File: src/rtl/ps2_attack_decoder_pkg.sv
// Shared definitions for the PS/2 attack decoder and the gameplay backend:
// attack codes, PS/2 prefix bytes, frame FSM encoding and a parity helper.
package ps2_attack_decoder_pkg;

  // Attack codes driven on keyboard_input, also decoded by the backend
  typedef enum logic [3:0] {
    ATK_STANDBY = 4'b0000,
    ATK_LIGHT   = 4'b0001,
    ATK_HEAVY   = 4'b0010
  } attack_t;

  // PS/2 set-2 prefix bytes
  localparam logic [7:0] PS2_BREAK_PREFIX = 8'hF0;
  localparam logic [7:0] PS2_EXT_PREFIX   = 8'hE0;

  // Frame FSM state encoding
  localparam logic [1:0] ST_IDLE   = 2'd0;
  localparam logic [1:0] ST_DATA   = 2'd1;
  localparam logic [1:0] ST_PARITY = 2'd2;
  localparam logic [1:0] ST_STOP   = 2'd3;

  // Odd parity holds when data plus parity bit carry an odd number of ones
  function automatic logic odd_parity_ok(input logic [7:0] data, input logic par);
    return ^{data, par};
  endfunction

endpackage

File: src/rtl/ps2_attack_decoder_if.sv
// Bundle of the PS/2 pins and the decoded outputs of ps2_attack_decoder.
// master: the decoder (reads pins, drives results); slave: keyboard side/consumer.
interface ps2_attack_decoder_if;
  logic       ps2_clk;
  logic       ps2_data;
  logic [3:0] keyboard_input;
  logic       frame_error;
  logic [7:0] rx_byte;
  logic       rx_valid;

  modport master (
    input  ps2_clk,
    input  ps2_data,
    output keyboard_input,
    output frame_error,
    output rx_byte,
    output rx_valid
  );

  modport slave (
    output ps2_clk,
    output ps2_data,
    input  keyboard_input,
    input  frame_error,
    input  rx_byte,
    input  rx_valid
  );
endinterface

File: src/rtl/ps2_line_filter.sv
// Two-flop synchronizer followed by a glitch filter: the output level flips
// only after FILTER_LEN consecutive synchronized samples at the new value.
// Idles (and resets) high, matching an undriven PS/2 line.
module ps2_line_filter #(
  parameter int unsigned FILTER_LEN = 8
) (
  input  logic clk,
  input  logic reset,
  input  logic line_in,
  output logic line_out
);

  localparam int unsigned CW = (FILTER_LEN < 2) ? 1 : $clog2(FILTER_LEN + 1);

  logic [1:0]    sync;
  logic [CW-1:0] run_cnt;

  // Synchronize the raw pin and debounce the synchronized level
  always_ff @(posedge clk) begin
    if (reset) begin
      sync     <= '1;
      run_cnt  <= '0;
      line_out <= 1'b1;
    end else begin
      sync <= {sync[0], line_in};
      if (sync[1] == line_out) begin
        run_cnt <= '0;
      end else if (run_cnt == CW'(FILTER_LEN - 1)) begin
        line_out <= sync[1];
        run_cnt  <= '0;
      end else begin
        run_cnt <= run_cnt + 1'b1;
      end
    end
  end

endmodule

File: src/rtl/ps2_attack_decoder.sv
// PS/2 keyboard front-end: receives frames, decodes scancodes and emits a
// single-cycle LIGHT/HEAVY attack code per fresh key press.
// Optional feature macro: ATTACK_COOLDOWN_EN (attack lockout after each emit).
module ps2_attack_decoder
  import ps2_attack_decoder_pkg::*;
#(
  parameter int unsigned FILTER_LEN      = 8,
  parameter int unsigned TIMEOUT_CYCLES  = 100000,
  parameter int unsigned COOLDOWN_CYCLES = 5000000,
  parameter logic [7:0]  LIGHT_CODE      = 8'h1C,
  parameter logic [7:0]  HEAVY_CODE      = 8'h1B
) (
  input logic                  clk,
  input logic                  reset,
  ps2_attack_decoder_if.master bus
);

  localparam int unsigned TCW = $clog2(TIMEOUT_CYCLES + 1);

  if (FILTER_LEN < 1 || TIMEOUT_CYCLES < 1 || COOLDOWN_CYCLES < 1) begin : g_bad_param
    $error("ps2_attack_decoder: FILTER_LEN, TIMEOUT_CYCLES and COOLDOWN_CYCLES must be >= 1");
  end

  logic ps2_clk_f;
  logic ps2_data_f;
  logic ps2_clk_f_d;
  logic strobe;

  logic [1:0]     state;
  logic [2:0]     bit_cnt;
  logic [7:0]     shift;
  logic           parity_ok;
  logic [TCW-1:0] tmo_cnt;
  logic [7:0]     rx_byte_q;
  logic           rx_valid_q;
  logic           frame_error_q;

  logic    break_pend;
  logic    ext_pend;
  logic    held_light;
  logic    held_heavy;
  attack_t kb_q;
  logic    is_make;
  logic    light_hit;
  logic    heavy_hit;
  logic    emit_ok;
  logic    light_fire;
  logic    heavy_fire;

  ps2_line_filter #(.FILTER_LEN(FILTER_LEN)) u_clk_filter (
    .clk      (clk),
    .reset    (reset),
    .line_in  (bus.ps2_clk),
    .line_out (ps2_clk_f)
  );

  ps2_line_filter #(.FILTER_LEN(FILTER_LEN)) u_data_filter (
    .clk      (clk),
    .reset    (reset),
    .line_in  (bus.ps2_data),
    .line_out (ps2_data_f)
  );

  assign strobe = ps2_clk_f_d & ~ps2_clk_f;

  // Frame reception: start, 8 data bits LSB-first, odd parity, stop, with inter-strobe timeout
  always_ff @(posedge clk) begin
    if (reset) begin
      ps2_clk_f_d   <= 1'b1;
      state         <= ST_IDLE;
      bit_cnt       <= '0;
      shift         <= '0;
      parity_ok     <= 1'b0;
      tmo_cnt       <= '0;
      rx_byte_q     <= '0;
      rx_valid_q    <= 1'b0;
      frame_error_q <= 1'b0;
    end else begin
      ps2_clk_f_d   <= ps2_clk_f;
      rx_valid_q    <= 1'b0;
      frame_error_q <= 1'b0;
      if (state != ST_IDLE && tmo_cnt == TCW'(TIMEOUT_CYCLES)) begin
        state         <= ST_IDLE;
        frame_error_q <= 1'b1;
        tmo_cnt       <= '0;
        bit_cnt       <= '0;
        shift         <= '0;
      end else begin
        if (strobe || state == ST_IDLE) begin
          tmo_cnt <= '0;
        end else begin
          tmo_cnt <= tmo_cnt + 1'b1;
        end
        if (strobe) begin
          case (state)
            ST_IDLE: begin
              if (!ps2_data_f) begin
                state   <= ST_DATA;
                bit_cnt <= '0;
              end else begin
                frame_error_q <= 1'b1;
              end
            end
            ST_DATA: begin
              shift   <= {ps2_data_f, shift[7:1]};
              bit_cnt <= bit_cnt + 1'b1;
              if (bit_cnt == 3'd7) begin
                state <= ST_PARITY;
              end
            end
            ST_PARITY: begin
              parity_ok <= odd_parity_ok(shift, ps2_data_f);
              state     <= ST_STOP;
            end
            ST_STOP: begin
              if (ps2_data_f && parity_ok) begin
                rx_byte_q  <= shift;
                rx_valid_q <= 1'b1;
              end else begin
                frame_error_q <= 1'b1;
              end
              state <= ST_IDLE;
            end
            default: state <= ST_IDLE;
          endcase
        end
      end
    end
  end

`ifdef ATTACK_COOLDOWN_EN
  localparam int unsigned CDW = $clog2(COOLDOWN_CYCLES + 1);

  logic [CDW-1:0] cd_cnt;

  // Lockout counter reloads on every emitted attack and counts down to zero
  always_ff @(posedge clk) begin
    if (reset) begin
      cd_cnt <= '0;
    end else if (light_fire || heavy_fire) begin
      cd_cnt <= CDW'(COOLDOWN_CYCLES);
    end else if (cd_cnt != '0) begin
      cd_cnt <= cd_cnt - 1'b1;
    end
  end

  assign emit_ok = (cd_cnt == '0);
`else
  assign emit_ok = 1'b1;
`endif

  // Classify the received byte as a fresh make of a mapped key
  always_comb begin
    is_make    = rx_valid_q && (rx_byte_q != PS2_BREAK_PREFIX) && (rx_byte_q != PS2_EXT_PREFIX)
                 && !break_pend && !ext_pend;
    light_hit  = is_make && (rx_byte_q == LIGHT_CODE) && !held_light;
    heavy_hit  = is_make && (rx_byte_q == HEAVY_CODE) && (rx_byte_q != LIGHT_CODE) && !held_heavy;
    light_fire = light_hit && emit_ok;
    heavy_fire = heavy_hit && emit_ok;
  end

  // Scancode layer: prefix tracking, held-key flags and the registered attack pulse
  always_ff @(posedge clk) begin
    if (reset) begin
      break_pend <= 1'b0;
      ext_pend   <= 1'b0;
      held_light <= 1'b0;
      held_heavy <= 1'b0;
      kb_q       <= ATK_STANDBY;
    end else begin
      kb_q <= ATK_STANDBY;
      if (rx_valid_q) begin
        if (rx_byte_q == PS2_BREAK_PREFIX) begin
          break_pend <= 1'b1;
        end else if (rx_byte_q == PS2_EXT_PREFIX) begin
          ext_pend <= 1'b1;
        end else if (break_pend) begin
          if (rx_byte_q == LIGHT_CODE) held_light <= 1'b0;
          if (rx_byte_q == HEAVY_CODE) held_heavy <= 1'b0;
          break_pend <= 1'b0;
          ext_pend   <= 1'b0;
        end else if (ext_pend) begin
          break_pend <= 1'b0;
          ext_pend   <= 1'b0;
        end else begin
          // Held flags latch even when the cooldown swallows the emit
          if (light_hit) held_light <= 1'b1;
          if (heavy_hit) held_heavy <= 1'b1;
          if (light_fire) begin
            kb_q <= ATK_LIGHT;
          end else if (heavy_fire) begin
            kb_q <= ATK_HEAVY;
          end
        end
      end
    end
  end

  assign bus.keyboard_input = kb_q;
  assign bus.frame_error    = frame_error_q;
  assign bus.rx_byte        = rx_byte_q;
  assign bus.rx_valid       = rx_valid_q;

endmodule

File: src/flat_wrapper.sv
// flat-port wrapper written by rule: the top's interface ports become plain ports
module ps2_attack_decoder_flat import ps2_attack_decoder_pkg::*;
#(
  parameter int unsigned FILTER_LEN      = 8,
  parameter int unsigned TIMEOUT_CYCLES  = 100000,
  parameter int unsigned COOLDOWN_CYCLES = 5000000,
  parameter logic [7:0]  LIGHT_CODE      = 8'h1C,
  parameter logic [7:0]  HEAVY_CODE      = 8'h1B
)
  (clk, reset, bus_ps2_clk, bus_ps2_data, bus_keyboard_input, bus_frame_error, bus_rx_byte, bus_rx_valid);
  ps2_attack_decoder_if bus_i ();
  input logic clk;
  input logic reset;
  input wire logic [$bits(bus_i.ps2_clk)-1:0] bus_ps2_clk;
  input wire logic [$bits(bus_i.ps2_data)-1:0] bus_ps2_data;
  output wire logic [$bits(bus_i.keyboard_input)-1:0] bus_keyboard_input;
  output wire logic [$bits(bus_i.frame_error)-1:0] bus_frame_error;
  output wire logic [$bits(bus_i.rx_byte)-1:0] bus_rx_byte;
  output wire logic [$bits(bus_i.rx_valid)-1:0] bus_rx_valid;
  assign bus_i.ps2_clk = bus_ps2_clk;
  assign bus_i.ps2_data = bus_ps2_data;
  assign bus_keyboard_input = bus_i.keyboard_input;
  assign bus_frame_error = bus_i.frame_error;
  assign bus_rx_byte = bus_i.rx_byte;
  assign bus_rx_valid = bus_i.rx_valid;
  ps2_attack_decoder #(.FILTER_LEN(FILTER_LEN), .TIMEOUT_CYCLES(TIMEOUT_CYCLES), .COOLDOWN_CYCLES(COOLDOWN_CYCLES), .LIGHT_CODE(LIGHT_CODE), .HEAVY_CODE(HEAVY_CODE)) u_core (.clk(clk), .reset(reset), .bus(bus_i));
endmodule
File: config.mk
export PLATFORM = sky130hd
export DESIGN_NAME = ps2_attack_decoder_flat
export DESIGN_NICKNAME = d
export VERILOG_FILES = /design/src/rtl/ps2_attack_decoder_pkg.sv /design/src/rtl/ps2_attack_decoder_if.sv /design/src/rtl/ps2_line_filter.sv /design/src/rtl/ps2_attack_decoder.sv /design/src/flat_wrapper.sv
export SDC_FILE = /design/constraint.sdc
export NUM_CORES = 1
export LEC_CHECK = 0
export BUFFER_PORTS_ARGS = -buffer_cell sky130_fd_sc_hd__buf_2
export CORE_MARGIN = 1
export CORE_UTILIZATION = 60
export CTS_BUF_LIST = sky130_fd_sc_hd__clkbuf_2
export CTS_CLUSTER_DIAMETER = 60
export DETAILED_ROUTE_END_ITERATION = 6
export HOLD_SLACK_MARGIN = 0.08
export PLACE_DENSITY_LB_ADDON = 0.1
export SYNTH_ARGS = -nofsm -noshare
export SYNTH_HDL_FRONTEND = slang
export SYNTH_SLANG_ARGS = --single-unit
File: constraint.sdc
create_clock -name clk -period 1.9 [get_ports clk]
set_input_delay 0.19 -clock clk [delete_from_list [all_inputs] [get_ports clk]]
set_output_delay 0.19 -clock clk [all_outputs]
set_load 0.03 [all_outputs]
**Yosys cells after proc, flatten, opt, wreduce, memory -nomap -nowiden**

Cells that the tools add are included.

- Register bits after elaboration: 62
- Logic and storage cells: 121

- Muxes and demuxes: 24
- Reductions and logical operators: 40
- Add/subtract/negate cells: 4
- Bitwise logic cells: 10
- Equal/unequal tests: 22

Operators with widths:

| operator | number |
|---|---|
| $add A17 B1 Y17 const B | 1 |
| $eq A17 B17 Y1 const B | 1 |
| $mux W1 | 17 |
| $eq A8 B5 Y1 const B | 2 |
| $eq A8 B8 Y1 const B | 2 |
| $ne A8 B8 Y1 const B | 2 |
| $reduce_and A6 Y1 | 2 |
| $logic_and A1 B1 Y1 | 11 |
| $reduce_and A2 Y1 | 5 |
| $not A1 Y1 | 9 |
| $reduce_and A3 Y1 | 3 |
| $reduce_or A3 Y1 | 3 |
| $reduce_xor A9 Y1 | 1 |
| $add A4 B1 Y4 const B | 2 |
| $eq A4 B3 Y1 const B | 2 |
| $ne A8 B5 Y1 const B | 1 |
| $pmux W2 S4 | 1 |
| $reduce_bool A2 Y1 | 4 |
| $reduce_or A7 Y1 | 1 |
| $mux W2 | 3 |
| $ne A2 B1 Y1 const B | 3 |
| $ne A2 B2 Y1 const B | 3 |
| $pmux W3 S2 | 1 |
| $reduce_or A6 Y1 | 1 |
| 14 further kinds | 19 |

**Longest topological paths before layout**

Gate-level depths: netlist of run 1.

- Word-level depth: 11
- Depth in mapped cells: 8
- Gate-level depth less buffers: 6

**Hierarchy**

From an unflattened synthesis of run 1, not the netlist that was laid out.

- Cells, all modules: 274
- Area total of the unflattened synthesis: 2652.5 um2

By module, submodules not included:

| module | cells each | instances | area an instance (um2) | sequential area each (um2) |
|---|---|---|---|---|
| ps2_attack_decoder | 228 | 1 | 2147.1 | 960.9 |
| ps2_line_filter | 23 | 2 | 252.7 | 140.1 |

**Worst setup path before layout of run 1**

No wires, ideal clock.

- Path kind: register to register
- From: register u_core.state[0]
- To: register u_core.tmo_cnt[10]
- Buffers on the path: 2
- Required time: 1.837 ns
- Stages on the path, launching flop included: 9
- Slack: 0.213 ns
- Clock period less this slack: 1.687 ns
- Arrival time: 1.624 ns
- Path through: dfxtp_1 > inv_1 > ha_1 > nand3b_1 > o21bai_2 > or3_1 > buf_6 > buf_12 > nor2_4

- Longest elaborated chain between the ends: 3
- Elaborated cells on any way between the ends: 5
- Those cells by class: reduce/logical (5)

RTL lines:

| item | RTL line | text |
|---|---|---|
| from (decl) | ps2_attack_decoder.sv:29 | `logic [1:0] state;` |
| from (signal assigned) | ps2_attack_decoder.sv:70 | `state <= ST_IDLE;` |
| from (signal assigned) | ps2_attack_decoder.sv:83 | `state <= ST_IDLE;` |
| from (signal assigned) | ps2_attack_decoder.sv:98 | `state <= ST_DATA;` |
| $logic_not A2 Y1 or $reduce_bool A2 Y1 (tied branches) | ps2_attack_decoder.sv:89, ps2_attack_decoder.sv:82 |  |
| $logic_or A1 B1 Y1 or $logic_and A1 B1 Y1 (tied branches) | ps2_attack_decoder.sv:89, ps2_attack_decoder.sv:82 |  |
| $reduce_or A3 Y1 (no source line) * | n/a |  |
| to (signal assigned) | ps2_attack_decoder.sv:92 | `tmo_cnt <= tmo_cnt + 1'b1;` |
| to (decl) | ps2_attack_decoder.sv:33 | `logic [TCW-1:0] tmo_cnt;` |

Every way passes the cells marked *; elsewhere a longest branch is shown, timed or not.
A chain may end at the register's enable or synchronous reset.

**Worst setup path after layout of run 1**

- From: register u_core.state[0]
- To: register u_core.tmo_cnt[8]

The elaborated chain is that of the path after synthesis.

==> results of run 1 <==
power breakdown:
part | leakage [nW] | total [mW] | internal, mW | switching (mW)
clock | 0.0670 | 0.750 | 0.305 | 0.445
sequential | 0.501 | 1.31 | 1.31 | 0.00256
combinational | 0.567 | 0.0368 | 0.0141 | 0.0227
total | 1.14 | 2.10 | 1.63 | 0.470
routing by layer:
metal	global-route usage (%)	part of all wire [%]	wire length (µm)	vias to the layer above
met1	27.57	50	2222	865
met3	6.977	5.0	222	6
met2	30.85	44	1936	43
met5	0	0	0	-
li1	-	-	-	1015
met4	7.483	1.2	52	0
final cells by class:
cell class                 count  area, µm²
timing repair buffer          26      166.4
clock inverter                 5      50.05
fill                         349       1375
multi-input combinational    202       1355
inverter                      12      45.04
sequential                    62       1242
clock buffer                  11      55.05
tap                           52      65.06
registers in the layout, summed over array words and instances (netlist names):
name	flops
u_core.state	2
u_core.bus.keyboard_input	2
u_core.bus.rx_byte	8
u_core.u_data_filter.sync	2
u_core.break_pend	1
u_core.tmo_cnt	17
u_core.shift	8
u_core.bus.frame_error	1
u_core.u_clk_filter.line_out	1
u_core.u_data_filter.run_cnt	4
u_core.held_heavy	1
u_core.bus.rx_valid	1
u_core.u_clk_filter.sync	2
u_core.parity_ok	1
u_core.ext_pend	1
u_core.u_data_filter.line_out	1
u_core.held_light	1
u_core.bit_cnt	3
u_core.u_clk_filter.run_cnt	4
u_core.ps2_clk_f_d	1
logic make-up (layout without fill, tap and decap cells):
family / count (synthesis) / after routing / synth area share [%]
flip-flops: 62 / 62 / 45.78
multiplexers: 10 / 10 / 3.692
XOR/XNOR: 29 / 29 / 9.368
adder cells (fa/ha/maj): 10 / 10 / 4.615
buffers and inverters: 24 / 54 / 4.615
other: 1 / 2 / 0.1383
AND/OR/NAND/NOR: 123 / 123 / 25.29
AO/OA/AOI/OAI: 28 / 28 / 6.507
per-stage QoR:
step / power, mW / setup slack [ns] / std cells
2_1_floorplan: 1.363 / 0.2129 / 288
3_3_place_gp: 1.370 / 0.1894 / 351
5_1_grt: 2.191 / -0.01520 / 370
6_report: 2.096 / 0.09024 / 370
3_5_place_dp: 1.370 / 0.1101 / 351
4_1_cts: 2.132 / 0.08795 / 369
cells in the final DEF (no fill, tap or decap), types with 2 or more instances in the layout:
cell type      synthesis  layout
a21oi_1               14      13
a311oi_1               2       2
a32oi_1                2       2
and3_1                 2       2
buf_2                  0      15
buf_4                  3       8
clkbuf_2               0      11
clkinv_1               0       2
conb_1                 1       2
dfxtp_1               62      61
dlygate4sd3_1          0       2
ha_1                  10       9
inv_1                 12      12
mux2i_1               10      10
nand2_1               19      19
nand2b_1               2       2
nand3_1               16      16
nand3b_1               4       4
nand4_1                4       4
nor2_1                36      36
nor2_2                 2       2
nor2_4                 8       8
nor2b_1                3       3
nor3_1                 9       9
nor3b_1                2       2
nor4b_2                2       2
o21ai_0                3       2
or2_2                  5       5
or3_1                  2       2
xnor2_1               18      18
xor2_1                11      11
worst max path at each step:
stage / from / end / slack (ns) / cells after the start
6_report: u_core.state[0] / u_core.tmo_cnt[8] / 0.09 / 7
5_1_grt: u_core.state[0] / u_core.tmo_cnt[8] / -0.02 / 7
4_1_cts: u_core.state[1] / u_core.tmo_cnt[8] / 0.09 / 7
3_5_place_dp: u_core.state[0] / u_core.tmo_cnt[8] / 0.11 / 7
3_3_place_gp: u_core.tmo_cnt[0] / u_core.tmo_cnt[16] / 0.19 / 7
2_1_floorplan: u_core.state[0] / u_core.tmo_cnt[10] / 0.21 / 8
repair_timing:
action	CTS	global route
hold endpoints to repair	2	0
setup endpoints to repair	0	15
hold buffers	2	0
buffers inserted	0	1
gates resized for setup	0	5
worst max-delay path, stage by stage, from the launching register on:
cell and delay, ns:
dfxtp_1 0.36, inv_1 0.10, ha_2 0.24, nand3b_1 0.21, o21bai_2 0.10, or3_1 0.34, buf_4 0.24, nor2_1 0.16
==> flow_summary.toml, run 1 <==
[die]
ioPinCount = 18
die_w_um = 69.22
die_area_um2 = 4791
std_cell_rows = 24
fp.coreArea_um2 = 4354
initial_core_util_pct = 62.27
die_y_um = 69.22

[routing]
via_per_inst = 5.214
drt_iter0_markers = 102
wl_per_cell_um = 11.98
dr_total_vias = 1929
drt-pass1-iter-count = 6
routed_wl_mm = 4.433
drc = 0
detail-route-antenna-nets = 0

[power]
ir_drop_mv = 0.5452
power_density_nw_per_um2 = 703.4
power.leakage_nw = 1.135

[synth]
synth-async-reset-ratio_pct = 0
ys_seq_elements = 62
synth_area_um2 = 2711
netlist.area_leader.share_pct = 45.78
syn_area_per_cell_um2 = 9.447
synth_top_area_cell = "dfxtp_1"
ys_warn_count = 0
ys.flop_type = "dfxtp_1"
yosysUniqueCellTypes = 44
seq_area_frac_synth_pct = 45.78
netlist_instances = 287
synth_edf_count = 0
synth_area_leaders = "dfxtp_1 (46%), xnor2_1 (5.8%), nor2_1 (5.0%)"
synth.most_common_cell = "dfxtp_1"
netlist_top_cells_count = "dfxtp_1 (62), nor2_1 (36), nand2_1 (19)"

[place]
place_area_um2 = 2835
dpl.hpwl_mm = 3.078
gp_congestion = 0.7796
port_buffers = 15

[clocking]
cts_buffers = 9
cts_buffer_depth = 2
tritoncts = "done"
htreeDepth = 3
cts_root_buf = "clkbuf_2"
clk_pin_slew_ns = 0.16
clock-sinks = 62
clk_latency_ns = 0.46

[worst_setup_path]
path_class = "reg -> reg"
regToRegSetupSlack_ns = 0.09
r2r-start = "u_core.state[0]"
crit_fanout = 17
worstPathRequired_ns = 2.30
startpoint_type = "flop"
regToRegEndpoint = "u_core.tmo_cnt[8]"
cp.arrival_ns = 2.21
ff2ff_path_depth = 7
endpoint_kind = "flop"

[min_path]
holdPathEnd = "u_core.bus.rx_byte[5]"
hold_depth = 3
hp-start = "reset"
hp-class = "in -> reg"

[finish]
utilization_pct = 68.42
final_nets = 327
drive_gt1_share_pct = 18.87
fin_area_um2 = 2979
diodes = 0
area_growth_pct = 9.876

[timing]
fin_tns_setup_ns = 0
drv_slew = 0
whs_ns = 0.2009
period_share_pct = 95.25
fin_crit_ns = 1.810
fin_skew_ns = 0.01420
max_freq_mhz = 552.6
setup_viol = 0
hold_violations = 0

[global_routing]
antenna_found_initial = 0
grt_pass1_wl_mm = 7.900
grt_start_max_net_pins = 28
grt_pass1_vias = 1786
grt_usage_pct = 20.58
grt-ovfl-total = 0

[outcome]
status = "completed"

[job]
cap_viol_max_count = 0
(Power assumes the default switching activity.)
==> inputs of run 2 (changes only) <==
- ABC_AREA: default -> 1
==> run 2 against run 1 <==
Against the previous run: via count increased by 30%; setup slack gained 0.058 ns; synthesized cell count rose by 39%; first-iteration DRC count grew 68%; sequential power hardly changed; critical endpoint is now u_core.shift[3]; largest cell class unchanged.
==> flow_summary.toml, run 2 <==
[finish]
final_cell_mix = "nand2_1 (96), dfxtp_1 (62), nor2_1 (47), inv_1 (40), nand3_1 (30)"
area_growth_pct = 7.970
utilization_pct = 67.74
largest_register_ffs = 17
fin_area_um2 = 3221
final_nets = 435
largest-register = "u_core.tmo_cnt"
final-instance-count-excl-fill = 492
fillCellCount = 425
mostFrequentLayoutCell = "nand2_1"
drive_gt1_share_pct = 16.00
diodes = 0

[die]
die_y_um = 72.51
fp.coreArea_um2 = 4755
ioPinCount = 18
die_area_um2 = 5258
initial_core_util_pct = 62.74
die_w_um = 72.51
std_cell_rows = 25

[power]
p_sw_share_pct = 23.53
power_density_nw_per_um2 = 605.1
internal-power_mw = 1.490
power.leakage_nw = 1.273
power_switching_mw = 0.4584
seq_power_share_pct = 67.2
p_clk_share_pct = 30.8
total_power_mw = 1.949
comb_power_share_pct = 2.0
ir_drop_mv = 0.4242

[synth]
netlist.area_leader.share_pct = 41.61
synth.most_common_cell = "nand2_1"
synth_area_leaders = "dfxtp_1 (42%), nand2_1 (12%), nor2_1 (5.9%)"
synth-async-reset-ratio_pct = 0
synth_edf_count = 0
ys_warn_count = 0
netlist_top_cells_count = "nand2_1 (96), dfxtp_1 (62), nor2_1 (47)"
netlist_instances = 398
yosysUniqueCellTypes = 35
synth_top_area_cell = "dfxtp_1"
ys.flop_type = "dfxtp_1"
synth_area_um2 = 2983
seq_area_frac_synth_pct = 41.61
ys_seq_elements = 62
syn_area_per_cell_um2 = 7.495

[place]
place_area_um2 = 3114
port_buffers = 15
dp.cells = 475
dpl.hpwl_mm = 3.948
dpl_worst_slack_ns = 0.1678
gp_congestion = 0.8326

[global_routing]
grt_start_max_net_pins = 18
grt-ovfl-total = 0
grt_usage_pct = 23.32
grt_pass1_vias = 2287
grt_pass1_wl_mm = 9.397
antenna_found_initial = 0

[clocking]
clk_pin_slew_ns = 0.16
clk_latency_ns = 0.47
cts_root_buf = "clkbuf_2"
htreeDepth = 3
tritoncts = "done"
cts_buffer_depth = 2
cts_buffers = 9
clock-sinks = 62

[worst_setup_path]
startpoint_type = "flop"
cp.arrival_ns = 2.10
path_class = "reg -> reg"
endpoint_kind = "flop"
worstPathRequired_ns = 2.25
crit_fanout = 13

[timing]
fin_crit_ns = 1.752
max_freq_mhz = 570.8
hold_violations = 0
setup_viol = 0
whs_ns = 0.1171
drv_slew = 0
fin_skew_ns = 0.01962
setup_slack_ns = 0.1482
period_share_pct = 92.20
fin_tns_setup_ns = 0

[job]
cap_viol_max_count = 0

[routing]
wl_met3_um = 239
met1Wirelength_mm = 2.701
via_per_inst = 5.081
drt_iter0_markers = 171
dr_total_vias = 2500
highest-signal-layer = "met4"
drt-pass1-iter-count = 4
routed_wl_mm = 5.433
met2_length_mm = 2.411
drc = 0
detail-route-antenna-nets = 0
wl_per_cell_um = 11.04

[min_path]
hp-class = "in -> reg"

[outcome]
status = "completed"
## run 2: cell types whose count changed after synthesis, sizes merged, moves of 5 or more
cell and change:
inv +29, mux2i -10, nand2 +88, nand3 +14, a21oi +17, xnor2 -16
clkbuf -5
## run 2: timing repair
action	in CTS	in global routing
buffers inserted	0	0
endpoints found under the hold margin	2	0
hold buffers	2	0
resized for setup	0	2
endpoints found under the setup margin	0	16
## run 2: metal layers
layer | vias to the layer above | GRT usage (%)
met5 | - | 0
met4 | 0 | 11.11
met3 | 9 | 5.139
met2 | 40 | 37.07
met1 | 1124 | 30.08
li1 | 1327 | -
## run 2: layout make-up
class                      count  area, µm²  share of cell area [%]
clock buffer                  12      60.06                   1.865
multi-input combinational    286       1544                   47.94
timing repair buffer          21      125.1                   3.885
tap                           67      83.83                   2.603
clock inverter                 3      12.51                  0.3885
sequential                    62       1241                   38.54
inverter                      41      153.9                   4.779
## run 2: worst max-delay path, stage by stage (launching register included)
cell and delay, ns:
dfxtp_1 0.41, inv_1 0.08, ha_1 0.26, nor3_2 0.19, nand4_2 0.21, nand2_1 0.40, a21oi_1 0.07
## run 2: final timing paths
kind,startpoint,endpoint,slack (ns),depth (start not counted)
worst min register to register,u_core.u_data_filter.sync[0],u_core.u_data_filter.sync[1],0.44,1
worst max register to register,u_core.state[0],u_core.shift[3],0.15,6
worst max-delay path,u_core.state[0],u_core.shift[3],0.15,6
worst min-delay path,reset,u_core.bus.rx_byte[2],0.12,3
## run 2: power by group through the flow
stage	Combinational, mW	Clock (mW)	Sequential [mW]
2_1_floorplan	0.0287	0	1.34
3_5_place_dp	0.0356	0	1.34
5_1_grt	0.0431	0.680	1.31
4_1_cts	0.0388	0.624	1.31
3_3_place_gp	0.0354	0	1.34
6_report	0.0391	0.601	1.31
## run 2: cells by family (layout without fill, tap and decap cells)
logic type      Yosys count  after routing  share of synthesized area (%)
compound gates           43             43                          8.935
fa+ha+maj                10             10                          4.195
flops                    62             62                          41.61
xor+xnor                 11             11                          3.230
buf+inv                  51             77                          7.215
other cells               1              2                         0.1257
simple gates            220            220                          34.69
==> inputs of run 3 (changes only) <==
- CTS_CLUSTER_SIZE: default -> 12
- MAX_ROUTING_LAYER: default -> met4
==> run 3 against run 2 <==
Against the previous run: flip-flop and latch count did not move; first-iteration DRC count rose by 5.8%; routed wire length fell by 0.18%; register-to-register slack barely moved; global-route usage rose by 0.73 points; clock skew rose by 0.0011 ns; critical path type unchanged; core utilization did not move; sequential share of layout area did not move; design area did not move; critical path depth did not move.
==> flow_summary.toml, run 3 (synthesized netlist as in run 2, its figures left out) <==
[outcome]
status = "completed"

[power]
p_clk_share_pct = 30.9
power_density_nw_per_um2 = 605.5
power_switching_mw = 0.4595
seq_power_share_pct = 67.1
power.leakage_nw = 1.273
comb_power_share_pct = 2.0
p_sw_share_pct = 23.57
ir_drop_mv = 0.4298
internal-power_mw = 1.490

[routing]
dr_total_vias = 2502
detail-route-antenna-nets = 0
drc = 0
drt-pass1-iter-count = 4
routed_wl_mm = 5.423
drt_iter0_markers = 181
wl_per_cell_um = 11.02
via_per_inst = 5.085

[finish]
final_nets = 435
area_growth_pct = 7.970
final-instance-count-excl-fill = 492
drive_gt1_share_pct = 16.00
mostFrequentLayoutCell = "nand2_1"
diodes = 0
utilization_pct = 67.74
final_cell_mix = "nand2_1 (96), dfxtp_1 (62), nor2_1 (47), inv_1 (40), nand3_1 (30)"
largest_register_ffs = 17
largest-register = "u_core.tmo_cnt"

[timing]
max_freq_mhz = 569.4
hold_violations = 0
fin_crit_ns = 1.756
drv_slew = 0
fin_skew_ns = 0.02071
whs_ns = 0.1192
period_share_pct = 92.44
setup_viol = 0

[worst_setup_path]
startpoint_type = "flop"
cp.arrival_ns = 2.10
cp_slowest_cell = "dfxtp_1"
worstPathRequired_ns = 2.24
r2r-start = "u_core.state[0]"
cp-startpoint = "u_core.state[0]"
cp_slowest_stage_delay_ns = 0.41
crit_family = "simple AND/OR/NAND/NOR gates"
cp_num_buf_inv = 1
path_class = "reg -> reg"
crit_path_end = "u_core.shift[3]"
ff2ff_path_depth = 6
worst-path-stages = 6
crit_chain = "inv_1 > ha_1 > nor3_2 > nand4_2 > nand2_1 > a21oi_1"
crit_fanout = 13
regToRegEndpoint = "u_core.shift[3]"
endpoint_kind = "flop"
regToRegSetupSlack_ns = 0.14

[die]
die_y_um = 72.51
die_w_um = 72.51
ioPinCount = 18
die_area_um2 = 5258
std_cell_rows = 25
initial_core_util_pct = 62.74
fp.coreArea_um2 = 4755

[global_routing]
grt_pass1_wl_mm = 9.418
grt_start_max_net_pins = 18
grt_usage_pct = 24.05
antenna_found_initial = 0
grt_pass1_vias = 2285
grt-ovfl-total = 0

[place]
port_buffers = 15
gp_congestion = 0.8454
dp.cells = 475
dpl.hpwl_mm = 3.948

[clocking]
clock-sinks = 62
cts_buffers = 9
htreeDepth = 3
cts_root_buf = "clkbuf_2"
cts_buffer_depth = 2
cts_setup_buffers = 0
clk_latency_ns = 0.46
clk_pin_slew_ns = 0.16
tritoncts = "done"

[min_path]
hp-class = "in -> reg"
hp-start = "reset"

[job]
cap_viol_max_count = 0
run 3: how the worst min path moves through the flow:
| stage | endpoint | slack, ns | depth (start not counted) |
|---|---|---|---|
| after CTS | u_core.bus.rx_byte[1] | 0.09 | 3 |
| after detailed placement | u_core.u_data_filter.sync[0] | 0.38 | 2 |
| after global placement | u_core.u_clk_filter.sync[0] | 0.37 | 2 |
| final | u_core.bus.rx_byte[2] | 0.12 | 3 |
| after global routing | u_core.bus.rx_byte[3] | 0.1 | 3 |
| after floorplan | u_core.bus.frame_error | 0.26 | 1 |
run 3: cell type report:
class	instances	area (µm²)
Clock buffer	12	60.06
Clock inverter	3	12.51
Fill cell	425	1534
Inverter	41	153.9
Multi-Input combinational cell	286	1544
Sequential cell	62	1241
Tap cell	67	83.83
Timing Repair Buffer	21	125.1
run 3: tightest hold or removal path, stage by stage:
cell and delay, ns:
buf_2 0.09, buf_4 0.23, a21oi_2 0.04
run 3: per-layer routing:
metal	part of all wire [%]	up-vias	track usage, %
met5	0	-	-
met4	2.0	0	11.11
met3	3.7	11	5.139
met2	44	43	37.07
met1	50	1120	30.17
li1	-	1328	-
run 3: power by group through the flow:
stage | registers, mW | clock network, mW | logic, mW
final | 1.31 | 0.602 | 0.0390
after floorplan | 1.34 | 0 | 0.0287
after global placement | 1.34 | 0 | 0.0354
after CTS | 1.31 | 0.624 | 0.0388
after global routing | 1.31 | 0.680 | 0.0431
after detailed placement | 1.34 | 0 | 0.0356
run 3: stage by stage:
step / instance area [µm²] / setup TNS [ns] / worst slack [ns] / total power [mW]
after floorplan: 2987 / 0 / 0.3923 / 1.365
after global routing: 3221 / -0.001569 / -0.001569 / 2.034
after global placement: 3114 / 0 / 0.2578 / 1.372
after CTS: 3207 / 0 / 0.1360 / 1.972
final: 3221 / 0 / 0.1437 / 1.950
after detailed placement: 3114 / 0 / 0.1678 / 1.372
run 3: repair_timing:
action,in CTS,in global routing
hold endpoints to repair,2,0
setup endpoints to repair,0,16
gates resized for setup,0,2
hold buffers,2,0
